`src/rtl/mux81_sched_pkg.sv`:
```
// Shared constants, state encoding and helpers for the
// round-robin mux81 scheduler.
package mux81_sched_pkg;

    localparam int N_CH  = 8;
    localparam int SEL_W = 3;

    typedef enum logic [1:0] {
        IDLE  = 2'd0,
        GRANT = 2'd1,
        GAP   = 2'd2
    } state_t;

    function automatic logic [N_CH-1:0] onehot(
        input logic [SEL_W-1:0] sel
    );
        logic [N_CH-1:0] v;
        v      = '0;
        v[sel] = 1'b1;
        return v;
    endfunction

endpackage

```
`src/rtl/rr_pick8.sv`:
```
// Round-robin picker: first set request bit after ptr,
// wrapping upward; ptr itself is checked last.
module rr_pick8
    import mux81_sched_pkg::*;
(
    input  logic [N_CH-1:0]  req,
    input  logic [SEL_W-1:0] ptr,
    output logic             found,
    output logic [SEL_W-1:0] idx
);

    logic             w_hit;
    logic [SEL_W-1:0] w_c;

    always_comb begin
        found = |req;
        idx   = '0;
        w_hit = 1'b0;
        w_c   = '0;
        for (int k = 1; k <= N_CH; k++) begin
            w_c = ptr + SEL_W'(k);
            if (!w_hit && req[w_c]) begin
                idx   = w_c;
                w_hit = 1'b1;
            end
        end
    end

endmodule

```
`src/rtl/mux81_rr_sched.sv`:
```
// Round-robin scheduler time-sharing one mux81_enable between
// 8 channels, with a one-clock disabled gap after every grant.
module mux81_rr_sched
    import mux81_sched_pkg::*;
#(
    parameter int HOLD_CYCLES = 4,
    parameter int CNT_W       = 8
)
(
    input  logic             clk,
    input  logic             rst,
    input  logic [N_CH-1:0]  req,
    output logic [SEL_W-1:0] s,
    output logic             e,
    output logic [N_CH-1:0]  gnt,
    output logic             busy
);

    localparam logic [CNT_W-1:0] LP_LAST = CNT_W'(HOLD_CYCLES - 1);

    state_t           r_state;
    logic [SEL_W-1:0] r_s;
    logic [SEL_W-1:0] r_ptr;
    logic [CNT_W-1:0] r_cnt;
    logic             r_e;
    logic [N_CH-1:0]  r_gnt;
    logic             r_busy;

    logic             w_found;
    logic [SEL_W-1:0] w_idx;

    rr_pick8 u_pick (
        .req   (req),
        .ptr   (r_ptr),
        .found (w_found),
        .idx   (w_idx)
    );

    always_ff @(posedge clk) begin
        if (rst) begin
            r_state <= IDLE;
            r_s     <= '0;
            r_ptr   <= SEL_W'(N_CH - 1);
            r_cnt   <= '0;
            r_e     <= 1'b1;
            r_gnt   <= '0;
            r_busy  <= 1'b0;
        end else begin
            unique case (r_state)
                IDLE, GAP: begin
                    // Both IDLE and GAP run a fresh search from ptr+1
                    if (w_found) begin
                        r_state <= GRANT;
                        r_s     <= w_idx;
                        r_ptr   <= w_idx;
                        r_cnt   <= '0;
                        r_e     <= 1'b0;
                        r_gnt   <= onehot(w_idx);
                        r_busy  <= 1'b1;
                    end else begin
                        r_state <= IDLE;
                        r_e     <= 1'b1;
                        r_gnt   <= '0;
                        r_busy  <= 1'b0;
                    end
                end
                GRANT: begin
                    if (r_cnt == LP_LAST || !req[r_s]) begin
                        r_state <= GAP;
                        r_e     <= 1'b1;
                        r_gnt   <= '0;
                        r_cnt   <= '0;
                    end else begin
                        r_cnt   <= r_cnt + 1'b1;
                    end
                end
                default: begin
                    r_state <= IDLE;
                    r_e     <= 1'b1;
                    r_gnt   <= '0;
                    r_busy  <= 1'b0;
                    r_cnt   <= '0;
                end
            endcase
        end
    end

    assign s    = r_s;
    assign e    = r_e;
    assign gnt  = r_gnt;
    assign busy = r_busy;

endmodule

```
`config.mk`:
```
export PLATFORM = sky130hd
export DESIGN_NAME = mux81_rr_sched
export DESIGN_NICKNAME = d
export VERILOG_FILES = /design/src/rtl/mux81_sched_pkg.sv /design/src/rtl/rr_pick8.sv /design/src/rtl/mux81_rr_sched.sv
export SDC_FILE = /design/constraint.sdc
export NUM_CORES = 1
export LEC_CHECK = 0
export BUFFER_PORTS_ARGS = -buffer_cell sky130_fd_sc_hd__buf_4
export CORE_ASPECT_RATIO = 2
export CORE_MARGIN = 2
export CORE_UTILIZATION = 59
export CTS_CLUSTER_SIZE = 8
export DETAILED_ROUTE_END_ITERATION = 10
export PLACE_DENSITY = 0.89
export SLEW_MARGIN = 40
export SYNTH_ARGS = -nofsm -noshare
export SYNTH_HDL_FRONTEND = slang
export SYNTH_HIERARCHICAL = 1
export SYNTH_SLANG_ARGS = --single-unit
```
`constraint.sdc`:
```
create_clock -name clk -period 3.8 [get_ports clk]
set_input_delay 0.76 -clock clk [delete_from_list [all_inputs] [get_ports clk]]
set_output_delay 0.76 -clock clk [all_outputs]
set_load 0.03 [all_outputs]
```
==> results summary, run 1 <==
The flow ran to the end, and the final reports show no timing, DRC or antenna violations. The net total in the final layout is 260. The post-synthesis cell count is 231.

Max-cap violations in this run came to 0. The post-cts resize count is 0. The HPWL after detailed placement came out at 3410 um. The share of flip-flops with an asynchronous set or reset after synthesis came out at 0%.

The critical path goes through inv_2 > ha_1 > mux4_2 > a21o_1 > a221oi_2 > or4_1 > o41ai_1 > o41ai_2 > nand3b_1 > nor3_1 > o2bb2ai_1. The number of buffers and inverters on the critical path is 1. The register-to-register setup slack is 0.62 ns. The post-synth net total is 244. The sequential cell area came out at 522 um^2. Of the cells placed in the final design, the portion with a size suffix greater than 1 is 25.3%. STA classifies the critical path startpoint as a flop. The summed area of non-filler cells in the final layout is 2340 um^2. The pin count of the biggest net entering global routing came out at 39. The number of global-route vias before repair came to 1,675.

The depth of the CTS H-tree is 1. The total overflow reported by the global router came out at 0. The maximum count of clock buffers along a single path came out at 2. The switching fraction of total power came out at 49.6%.

The count of TritonRoute iterations in the first routing pass is 4. The worst slew slack as a fraction of its limit came out at 66.0%. The netlist uses 64 different library cells. The post-detailed-route count of antenna-violating nets came out at 0. In this run the worst path has a maximum fanout of 8. The largest stage delay on the critical path came out at 0.46 ns. The post-route clock skew is 0.00150 ns. The setup path with the least slack is of type reg2reg. The min-delay analysis places its worst path in the category reg2reg. For this design the static power due to leakage is 0.861 nW. The part of the total power dissipated in combinational logic came out at 72.5%. The initial utilization of the core area, before any placement, comes to 60.6%. The setup slack at placement is 0.518 ns. The sequential power share is 20.1%. Post-CTS timing repair inserted 0 buffers for setup. The number of antenna violations at the first check in global routing was 0. The die span in y is 89.1 um. For this run, design rule violations remaining after detail routing come to 0.

The library cell contributing the largest single delay on the critical path is ha_1. The initial DRC count is 69. The Yosys warning count is 6. The clock tree root driver cell is clkbuf_8. The final setup TNS is 0 ns. The final weighted congestion in routability-driven placement came out at 0.915.

The synthesized area divided by synthesized cell count is 9.26 um^2. The slew at the pin closest to its max-slew limit came out at 0.511 ns. The clock network power share is 7.4%. After synthesis, flip-flops and latches occupy 24.3% of the total area.

The number of endpoints with negative hold slack in the final report is 0. Clock-pin slew was measured on the worst setup and hold paths at 0.08 ns. The library cells used most frequently in the layout, excluding fill and tap cells, are nand2_1 (25), dfxtp_1 (25), buf_4 (24).

The core occupancy in the finished layout came out at 66.3%. The post-synthesis register bit count is 26. The minimum clock period came out at 3.18 ns. The first-pass GRT wire length came out at 7770 um.

Detailed routing inserted a total of 1,865 vias. The total global-route track usage is 24.4%. The count of fill cells added during filler insertion is 270. The number of synthesized flops with an enable pin came out at 0. The antenna cell count came out at 0. The worst-case IR drop observed on VDD is 0.480 mV. The final cell count without fillers is 294. Hold timing on the final database bottoms out at a slack of 0.488 ns. The number of slew-limit violations in the final report is 0. The area of the multi-input gates is 1490 um^2. The chip width came out at 46.6 um. The number of cells in the design after placement came out at 291.

After layout, the worst setup slack is 0.617 ns. The power consumption is 2.03 mW. The switching power summed over all nets is 1.01 mW. The total core area is 3530 um^2.

Setup repair after global routing left no endpoint under its margin. The number of sinks driven by the clock tree came out at 26. The arrival time reported for the critical path endpoint came out at 3.37 ns.

The floorplan row count is 31. The kind of cell with the highest combined delay along the critical path is compound AO/OA/AOI/OAI gates. The power density relative to cell area came out at 869 nW/um^2. The required time reported for the critical path endpoint is 3.99 ns. The clock tree from TritonCTS is done.

The count of input and output buffers came out at 22. The synthesis-to-finish area growth is 9.48%. The count of boundary I/O pins came out at 23. The timing-limited maximum frequency is 0.314 GHz. The endpoint kind of the worst setup timing path is a flop. The final cycle utilization of the critical path is 83.8%. The floorplan die area came out at 4150 um^2. The number of buffers added to fix hold violations after cts is 0. The TritonCTS buffer count is 3.

The internal portion of total power came out at 1.03 mW. After synthesis the cells add up to 2140 um^2. The final setup violation count came out at 0. The clock latency of the later-clocked register in the worst-skew pair is 0.26 ns. The cell area reported after detailed placement came out at 2300 um^2. The final routed wirelength across all metal layers is 4490 um. Among all flip-flop cells after synthesis, the most frequent one is dfxtp_1.

Dividing the detail-routed wire length by the instance count gives 15.3 um. The detail-routed via count per cell is 6.34.
[Yosys cell counts (all sizes together) (6+ instances only)]
| master | count | area [um^2] |
|---|---|---|
| mux2i | 8 | 109 |
| o21ai | 6 | 30.0 |
| nor2b | 6 | 37.5 |
| nand2 | 25 | 93.8 |
| dfxtp | 26 | 521 |
| clkbuf | 6 | 22.5 |
| nor2 | 12 | 45.0 |
| a21oi | 15 | 78.8 |
| nand2b | 14 | 95.1 |
| mux4 | 12 | 270 |
| buf | 7 | 58.8 |
| o32ai | 8 | 108 |
| nand3 | 10 | 62.6 |
| inv | 12 | 45.1 |
[state kept, by name (all words and copies together) (netlist names)]
register and flops:
r_cnt 8, r_state 2, gnt 8, busy 1, e 1, s 3
r_ptr 3
[cell families after synthesis]
family | Yosys count | synth area share [%]
AOI/OAI and AO/OA | 54 | 20.8
xor gates and xnor gates | 5 | 2.40
adders and majority gates | 3 | 1.76
buffers and inverters | 25 | 5.91
DFF | 26 | 24.3
muxes | 23 | 19.3
and+or+nand+nor | 95 | 25.5
[worst reg2reg max path, stage by stage (launching register included)]
cell	delay, ns
dfxtp_1	0.36
inv_2	0.07
ha_1	0.46
mux4_2	0.45
a21o_1	0.22
a221oi_2	0.20
or4_1	0.13
o41ai_1	0.08
o41ai_2	0.44
nand3b_1	0.23
nor3_1	0.30
o2bb2ai_1	0.16
[area by class of cell]
type                    instances  share of cell area (%)
multi-input cells             180                    63.7
inverters                      12                    1.92
clock buffers                   3                    1.76
flip-flops and latches         26                    22.3
repair buffers                 24                    7.70
well taps                      49                    2.62
[power by group through the flow]
stage	registers, mW	logic [mW]	clock network [mW]
5_1_grt	0.423	1.60	0.165
4_1_cts	0.410	1.46	0.155
6_report	0.409	1.47	0.151
3_5_place_dp	0.416	1.46	0
2_1_floorplan	0.464	1.14	0
3_3_place_gp	0.410	1.41	0
[path summary, 6_finish.rpt]
path | start | endpoint | cells past startpoint
worst max-delay path | r_ptr[1] | gnt[5] | 11
worst min-delay path | gnt[2] | gnt[2] | 2
worst min register to register | gnt[2] | gnt[2] | 2
worst max register to register | r_ptr[1] | gnt[5] | 11
[per-layer routing]
layer	track usage (%)	vias up	routed length, um
li1	-	901	-
met1	36.3	883	1920
met2	38.3	73	2240
met3	1.41	8	243
met4	5.97	0	80
met5	0	-	0
(Power assumes the default switching activity.)
==> inputs of run 2 (changes only) <==
==> constraint.sdc (replaced) <==
create_clock -name clk -period 3.2 [get_ports clk]
set_input_delay 0.64 -clock clk [delete_from_list [all_inputs] [get_ports clk]]
set_output_delay 0.64 -clock clk [all_outputs]
set_load 0.03 [all_outputs]
==> run 2 against run 1 <==
Sequential share of layout area down 0.65 points. Worst hold slack worse by 0.0054 ns. Count of clock-buffer cells in the layout unchanged. Critical path type unchanged.
==> results summary, run 2 (synthesis results as in run 1) <==
The total global-route track usage is 23.7% (-0.69 points). Clock tree synthesis selected as its root buffer the cell clkbuf_8. TritonCTS built the clock tree. The number of antenna violations at the first check in global routing is 0 (unchanged). The flow ran to the end, and the final reports show no timing, DRC or antenna violations. The number of max-cap violations came out at 0 (unchanged). The worst setup path is of the reg2reg kind.

The TritonCTS buffer count is 3 (unchanged). The number of global-route vias before repair was 1,664 (-0.66%). The worst hold margin came out at 0.483 ns (-0.00542 ns). The final weighted congestion in routability-driven placement came to 0.887 (-3.0%). The synthesis-to-finish area growth is 12.5%. The floorplan die area is 4150 um^2 (unchanged). The maximum count of clock buffers along a single path is 2 (unchanged). The number of endpoints with negative hold slack in the final report came out at 0 (unchanged). The initial DRC count came out at 70 (+1.4%). The power density relative to cell area is 1090 nW/um^2 (+25%). The summed area of non-filler cells in the final layout came out at 2410 um^2 (+2.8%). The library cell used most frequently in the layout, excluding fill and tap cells, is buf_4. The number of cells in the design after placement is 295 (+1.4%).

The number of sinks driven by the clock tree was 26 (unchanged). The internal portion of total power came out at 1.39 mW (+35%). The part of the total power dissipated in combinational logic came out at 72.0% (-0.5 points). The maximum vdd ir drop came out at 0.646 mV (+34%). The kind of start point of the critical path is a flop. On the critical path the largest part of the delay comes from compound AO/OA/AOI/OAI gates.

The switching fraction of total power came out at 47.0% (-2.6 points). The timing-limited maximum frequency came out at 0.328 GHz (+4.5%). The worst hold path belongs to the class reg2reg. The maximum fanout along the worst path is 8 (unchanged). The largest stage delay on the critical path is 0.43 ns (-0.03 ns). The clock network power share came to 10.2% (+2.8 points). The net total in the final layout came out at 264 (+1.5%). The post-detailed-route count of antenna-violating nets is 0 (unchanged).

The remaining design rule violation count came out at 0 (unchanged). The chip width is 46.6 um (unchanged). Setup repair after global routing left no endpoint under its margin. In the layout the commonest cells are buf_4 (27), dfxtp_1 (26), nand2_1 (25). The fraction of layout instances using a drive strength above 1 is 26.8% (+1.5 points). The slew at the pin closest to its max-slew limit came out at 0.367 ns (-0.144 ns).

The clock latency of the later-clocked register in the worst-skew pair came out at 0.27 ns (about the same). The count of boundary I/O pins came out at 23 (unchanged). The number of buffers added to fix hold violations after cts came out at 0 (unchanged). The sequential power share came out at 17.8% (-2.3 points).

The final routed wirelength across all metal layers came out at 4630 um (+3.1%). The routed wirelength normalized by instance count came out at 15.5 um (+1.4%). The initial cell density of the core is 60.6% (unchanged). The clock-pin slew on the worst setup and hold paths came to 0.09 ns (about the same). The worst slew slack as a fraction of its limit came out at 74.9% (+9.0 points).

The required time reported for the critical path endpoint came to 3.40 ns (-0.59 ns). The final cycle utilization of the critical path came out at 95.2% (+11 points). The sum of buffers and inverters on the critical path came to 1 (unchanged). The total core area came to 3530 um^2 (unchanged). The first-pass GRT wire length came out at 7490 um (-3.6%). The depth of the CTS H-tree is 1 (unchanged).

The library cell contributing the largest single delay on the critical path is ha_2. The final setup TNS was 0 ns (unchanged). The arrival time reported for the critical path endpoint is 3.24 ns (-0.13 ns). The floorplan row count is 31 (unchanged). The die span in y is 89.1 um (unchanged). The count of input and output buffers is 22 (unchanged).

The detailed-route via count came out at 1,885 (+1.1%). The minimum clock period is 3.05 ns (-0.137 ns). The total overflow reported by the global router was 0 (unchanged). The count of TritonRoute iterations in the first routing pass came out at 4 (unchanged).

The count of fill cells added during filler insertion came to 278 (+3.0%). The buffer count from post-CTS setup fixing came out at 0 (unchanged). The core occupancy in the finished layout came out at 68.2% (+1.8 points).

The post-route clock skew came out at 0.00363 ns (+0.00213 ns). The pin count of the biggest net entering global routing came out at 39 (unchanged). The static leakage was 0.894 nW (+3.8%). The cell area reported after detailed placement came out at 2330 um^2 (+1.3%). The antenna cell count came to 0 (unchanged). The final setup violation count is 0 (unchanged). The final cell count without fillers came to 299 (+1.7%). The critical path goes through inv_2 > ha_2 > mux4_2 > a21o_1 > a221oi_2 > or4_1 > o41ai_1 > o41ai_2 > nand3b_1 > nor3_1 > o2bb2ai_1.

The number of slew-limit violations in the final report is 0 (unchanged). The switching power summed over all nets is 1.23 mW (+22%). The detail-routed via count per cell is 6.30 (-0.62%).

STA classifies the critical path endpoint as a flop. The HPWL after detailed placement came to 3510 um (+3.1%).
[run 2: cell types whose count changed in the layout (fill, tap and decap cells not counted)]
cell,before,now
buf_4,24,27
dfxtp_1,25,26
bufinv_16,0,1
ha_2,0,1
dfxtp_2,1,0
ha_1,3,2
buf_6,0,1
[run 2: path summary, 6_finish.rpt]
check / slack (ns) / from / endpoint / cells after the start
setup / recovery: 0.15 / r_ptr[0] / gnt[5] / 11
setup reg to reg: 0.15 / r_ptr[0] / gnt[5] / 11
hold / removal: 0.48 / gnt[6] / gnt[6] / 2
hold reg to reg: 0.48 / gnt[6] / gnt[6] / 2
[run 2: per-stage QoR]
step                      worst slack [ns]  power (mW)
after floorplan                      0.105        1.90
after global placement               0.225        2.27
after detailed placement             0.109        2.33
after CTS                            0.118        2.60
after global routing               0.00547        2.78
final                                0.154        2.62
[run 2: final cells by class]
class                      count  area, um^2  share of cell area, %
clock buffer                   3        41.3                   1.72
clock inverter                 1        30.0                   1.25
inverter                      12        45.0                   1.87
multi-input combinational    180        1490                   62.1
sequential                    26         520                   21.6
tap                           49        61.3                   2.55
timing repair buffer          28         214                   8.89
[run 2: worst register-to-register path, stage by stage (launching register included)]
cell and delay [ns]:
dfxtp_1 0.39, inv_2 0.07, ha_2 0.43, mux4_2 0.43
a21o_1 0.23, a221oi_2 0.20, or4_1 0.13, o41ai_1 0.07
o41ai_2 0.37, nand3b_1 0.21, nor3_1 0.28, o2bb2ai_1 0.16
[run 2: power by group through the flow]
stage	combinational (mW)	clock (mW)	sequential (mW)
finish	1.89	0.267	0.467
global route	2.03	0.279	0.477
global placement	1.80	0	0.468
floorplan	1.35	0	0.551
detailed placement	1.86	0	0.474
CTS	1.86	0.269	0.467
[run 2: per-layer routing]
layer | track usage [%] | part of all wire, % | up-vias
li1 | - | - | 919
met1 | 32.3 | 42 | 871
met2 | 40.2 | 51 | 85
met3 | 2.63 | 6.3 | 10
met4 | 4.16 | 1.3 | 0
met5 | 0 | 0 | -
[run 2: repair_timing]
| item | in CTS | in global routing |
|---|---|---|
| hold endpoints to repair | 0 | 0 |
| setup endpoints to repair | 0 | 5 |
| gates resized for setup | 0 | 2 |
==> inputs of run 3 (changes only) <==
--- a/config.mk
+++ b/config.mk
@@ -5,12 +5,12 @@
 export SDC_FILE = /design/constraint.sdc
 export NUM_CORES = 1
 export LEC_CHECK = 0
-export BUFFER_PORTS_ARGS = -buffer_cell sky130_fd_sc_hd__buf_4
-export CORE_ASPECT_RATIO = 2
 export CORE_MARGIN = 2
-export CORE_UTILIZATION = 59
+export CORE_UTILIZATION = 64
 export CTS_CLUSTER_SIZE = 8
 export DETAILED_ROUTE_END_ITERATION = 10
+export DONT_BUFFER_PORTS = 1
+export GPL_TIMING_DRIVEN = 0
 export PLACE_DENSITY = 0.89
 export SLEW_MARGIN = 40
 export SYNTH_ARGS = -nofsm -noshare
==> run 3 against run 2 <==
Sequential share of layout area up 0.61 points. Non-clock buffer count down 7. Utilization up 7.4 points. Fmax decreased by 0.72%. Clock power is 37% lower. Register-to-register slack worse by 0.02 ns. Sequential power grew 24%. Wire length increased by 7.9%. Final area decreased by 1.8%. Clock skew up 0.0024 ns. Critical endpoint is now gnt[6]. Largest cell class unchanged. Highest routed layer unchanged.
==> results summary, run 3 (synthesis results as in run 1) <==
The first-pass GRT wire length came out at 8230 um (+9.8%). The most common cell after layout, fill and taps aside is nand2_1. The total met3 wirelength after detailed routing is 403 um (+37%). The post-detailed-route count of antenna-violating nets is 0 (unchanged). The worst setup path is launched from a flop. The floorplan die area is 3820 um^2 (-8.0%). The number of global-route vias before repair is 1,739 (+4.5%).

The clock latency of the later-clocked register in the worst-skew pair is 0.33 ns (+0.06 ns). The total stage count of the critical path came out at 14 (+3). The chip width is 61.8 um (+33%). The path type of the worst min-delay path is reg2reg. The met2 wire length came to 2380 um (+1.4%). The worst slew slack as a fraction of its limit is 60.9% (-14 points).

The number of buffers added to fix hold violations after cts came out at 0 (unchanged). The count of input and output buffers came out at 0 (-100%). The cell area reported after detailed placement is 2190 um^2 (-5.8%). The slew at the pin closest to its max-slew limit came out at 0.586 ns (+0.219 ns). The pin count of the biggest net entering global routing was 15 (-62%). The number of slew-limit violations in the final report came out at 0 (unchanged). The final weighted congestion in routability-driven placement is 0.926 (+4.4%). The number of max-cap violations is 0 (unchanged).

The total global-route track usage is 29.0% (+5.3 points). The HPWL after detailed placement came out at 3560 um (+1.3%). Among all stages on the critical path, the largest delay is contributed by o41ai_2. The sum of buffers and inverters on the critical path is 3 (+2). The depth of the CTS H-tree came out at 1 (unchanged). The number of sinks driven by the clock tree came out at 26 (unchanged).

The antenna cell count came out at 0 (unchanged). The initial DRC count is 101 (+44%). The endpoint kind of the worst setup timing path is a flop. The arrival time reported for the critical path endpoint came out at 3.33 ns (+0.09 ns).

The minimum clock period is 3.07 ns (+0.0220 ns). The setup path with the least slack is of type reg2reg. The net total in the final layout is 257 (-2.7%). The detail-routed via count per cell is 6.66 (+5.6%). The number of antenna violations at the first check in global routing is 0 (unchanged).

The maximum fanout along the worst path came out at 7 (-1). The final setup violation count is 0 (unchanged). Routed signal wires occupy layers up through met4.

The maximum vdd ir drop was 0.636 mV (-1.5%). The remaining design rule violation count was 0 (unchanged). The post-route clock skew came to 0.00603 ns (+0.00240 ns). The power consumption came out at 2.65 mW (+1.2%). The fraction of layout instances using a drive strength above 1 is 25.5% (-1.3 points). The cell count of the worst reg-to-reg path is 14 (+3). The floorplan row count is 20 (-35%). The clock tree from TritonCTS is done. The timing-limited maximum frequency is 0.326 GHz (-0.72%). The worst hold path stage count came out at 2 (unchanged). The clock-pin slew on the worst setup and hold paths is 0.14 ns (+0.05 ns). The worst hold margin is 0.493 ns (+0.0106 ns). The count of fill cells added during filler insertion came out at 209 (-25%). The die span in y came to 61.8 um (-31%). The final routed wirelength across all metal layers came to 5000 um (+7.9%). The routed wirelength normalized by instance count is 17.4 um (+12%).

The tree is rooted in a clkbuf_4. The total core area came out at 3130 um^2 (-11%). The count of boundary I/O pins is 23 (unchanged).

The count of TritonRoute iterations in the first routing pass came out at 5 (+1). The maximum count of clock buffers along a single path is 2 (unchanged). The largest stage delay on the critical path came to 0.42 ns (about the same). The static leakage is 0.832 nW (-6.9%). The number of endpoints with negative hold slack in the final report came to 0 (unchanged).

The power density relative to cell area is 1120 nW/um^2 (+3.1%). The synthesis-to-finish area growth is 10.5%. The final setup TNS is 0 ns (unchanged). Walking the worst path, the cells encountered are buf_6 > buf_12 > inv_2 > ha_4 > mux4_2 > a21o_1 > a221oi_2 > or4_1 > o41ai_1 > o41ai_2 > nand3b_1 > nor2_1 > nand2_1 > o32ai_1. The detailed-route via count came out at 1,910 (+1.3%). The required time reported for the critical path endpoint came out at 3.46 ns (+0.06 ns). The TritonCTS buffer count is 3 (unchanged). The run finished with clean final reports. The wire length on met1 was 2120 um (+10%).

The total overflow reported by the global router came out at 0 (unchanged). In the layout the commonest cells are nand2_1 (25), dfxtp_1 (24), a21oi_1 (14). The final cycle utilization of the critical path is 95.9% (+0.69 points). The cell family contributing the most delay on the critical path is compound AO/OA/AOI/OAI gates. The initial cell density of the core came out at 68.4% (+7.8 points). The core occupancy in the finished layout is 75.5% (+7.4 points). The summed area of non-filler cells in the final layout came to 2360 um^2 (-1.8%).
## run 3: metal layers
| layer | up-vias | global-route usage (%) |
|---|---|---|
| met2 | 86 | 44.8 |
| li1 | 900 | - |
| met4 | 0 | 9.42 |
| met1 | 913 | 40.5 |
| met5 | - | 0 |
| met3 | 11 | 6.42 |
## run 3: layout make-up
class / count / area (um^2) / share of cell area (%)
multi-input combinational: 180 / 1540 / 65.4
sequential: 26 / 526 / 22.2
buffer: 11 / 81.3 / 3.44
timing repair buffer: 10 / 75.1 / 3.18
tap: 44 / 55.1 / 2.33
inverter: 12 / 45.0 / 1.91
clock buffer: 4 / 36.3 / 1.54
## run 3: path summary, 6_finish.rpt
kind | startpoint | end | slack (ns)
max | r_ptr[0] | gnt[6] | 0.13
min | r_ptr[2] | r_ptr[2] | 0.49
max reg2reg | r_ptr[0] | gnt[6] | 0.13
min reg2reg | r_ptr[2] | r_ptr[2] | 0.49
## run 3: worst min-delay path, stage by stage (launching register included)
cell,delay [ns]
dfxtp_1,0.36
a21oi_1,0.06
nand2_1,0.06
## run 3: through the flow
stage,setup slack [ns],cells
floorplan,0.105,231
global placement,-0.420,275
detailed placement,-0.484,275
CTS,0.0190,281
global route,-0.0126,287
finish,0.132,287
## run 3: power by group
part / leakage [nW] / internal [mW] / switching (mW)
sequential: 0.213 / 0.403 / 0.177
combinational: 0.599 / 0.886 / 1.02
clock: 0.0210 / 0.0698 / 0.0989
## run 3: timing repair
| item | CTS | global route |
|---|---|---|
| pin swaps | 2 | 5 |
| gates resized for setup | 10 | 6 |
| buffers inserted | 3 | 7 |
| setup endpoints to repair | 14 | 11 |
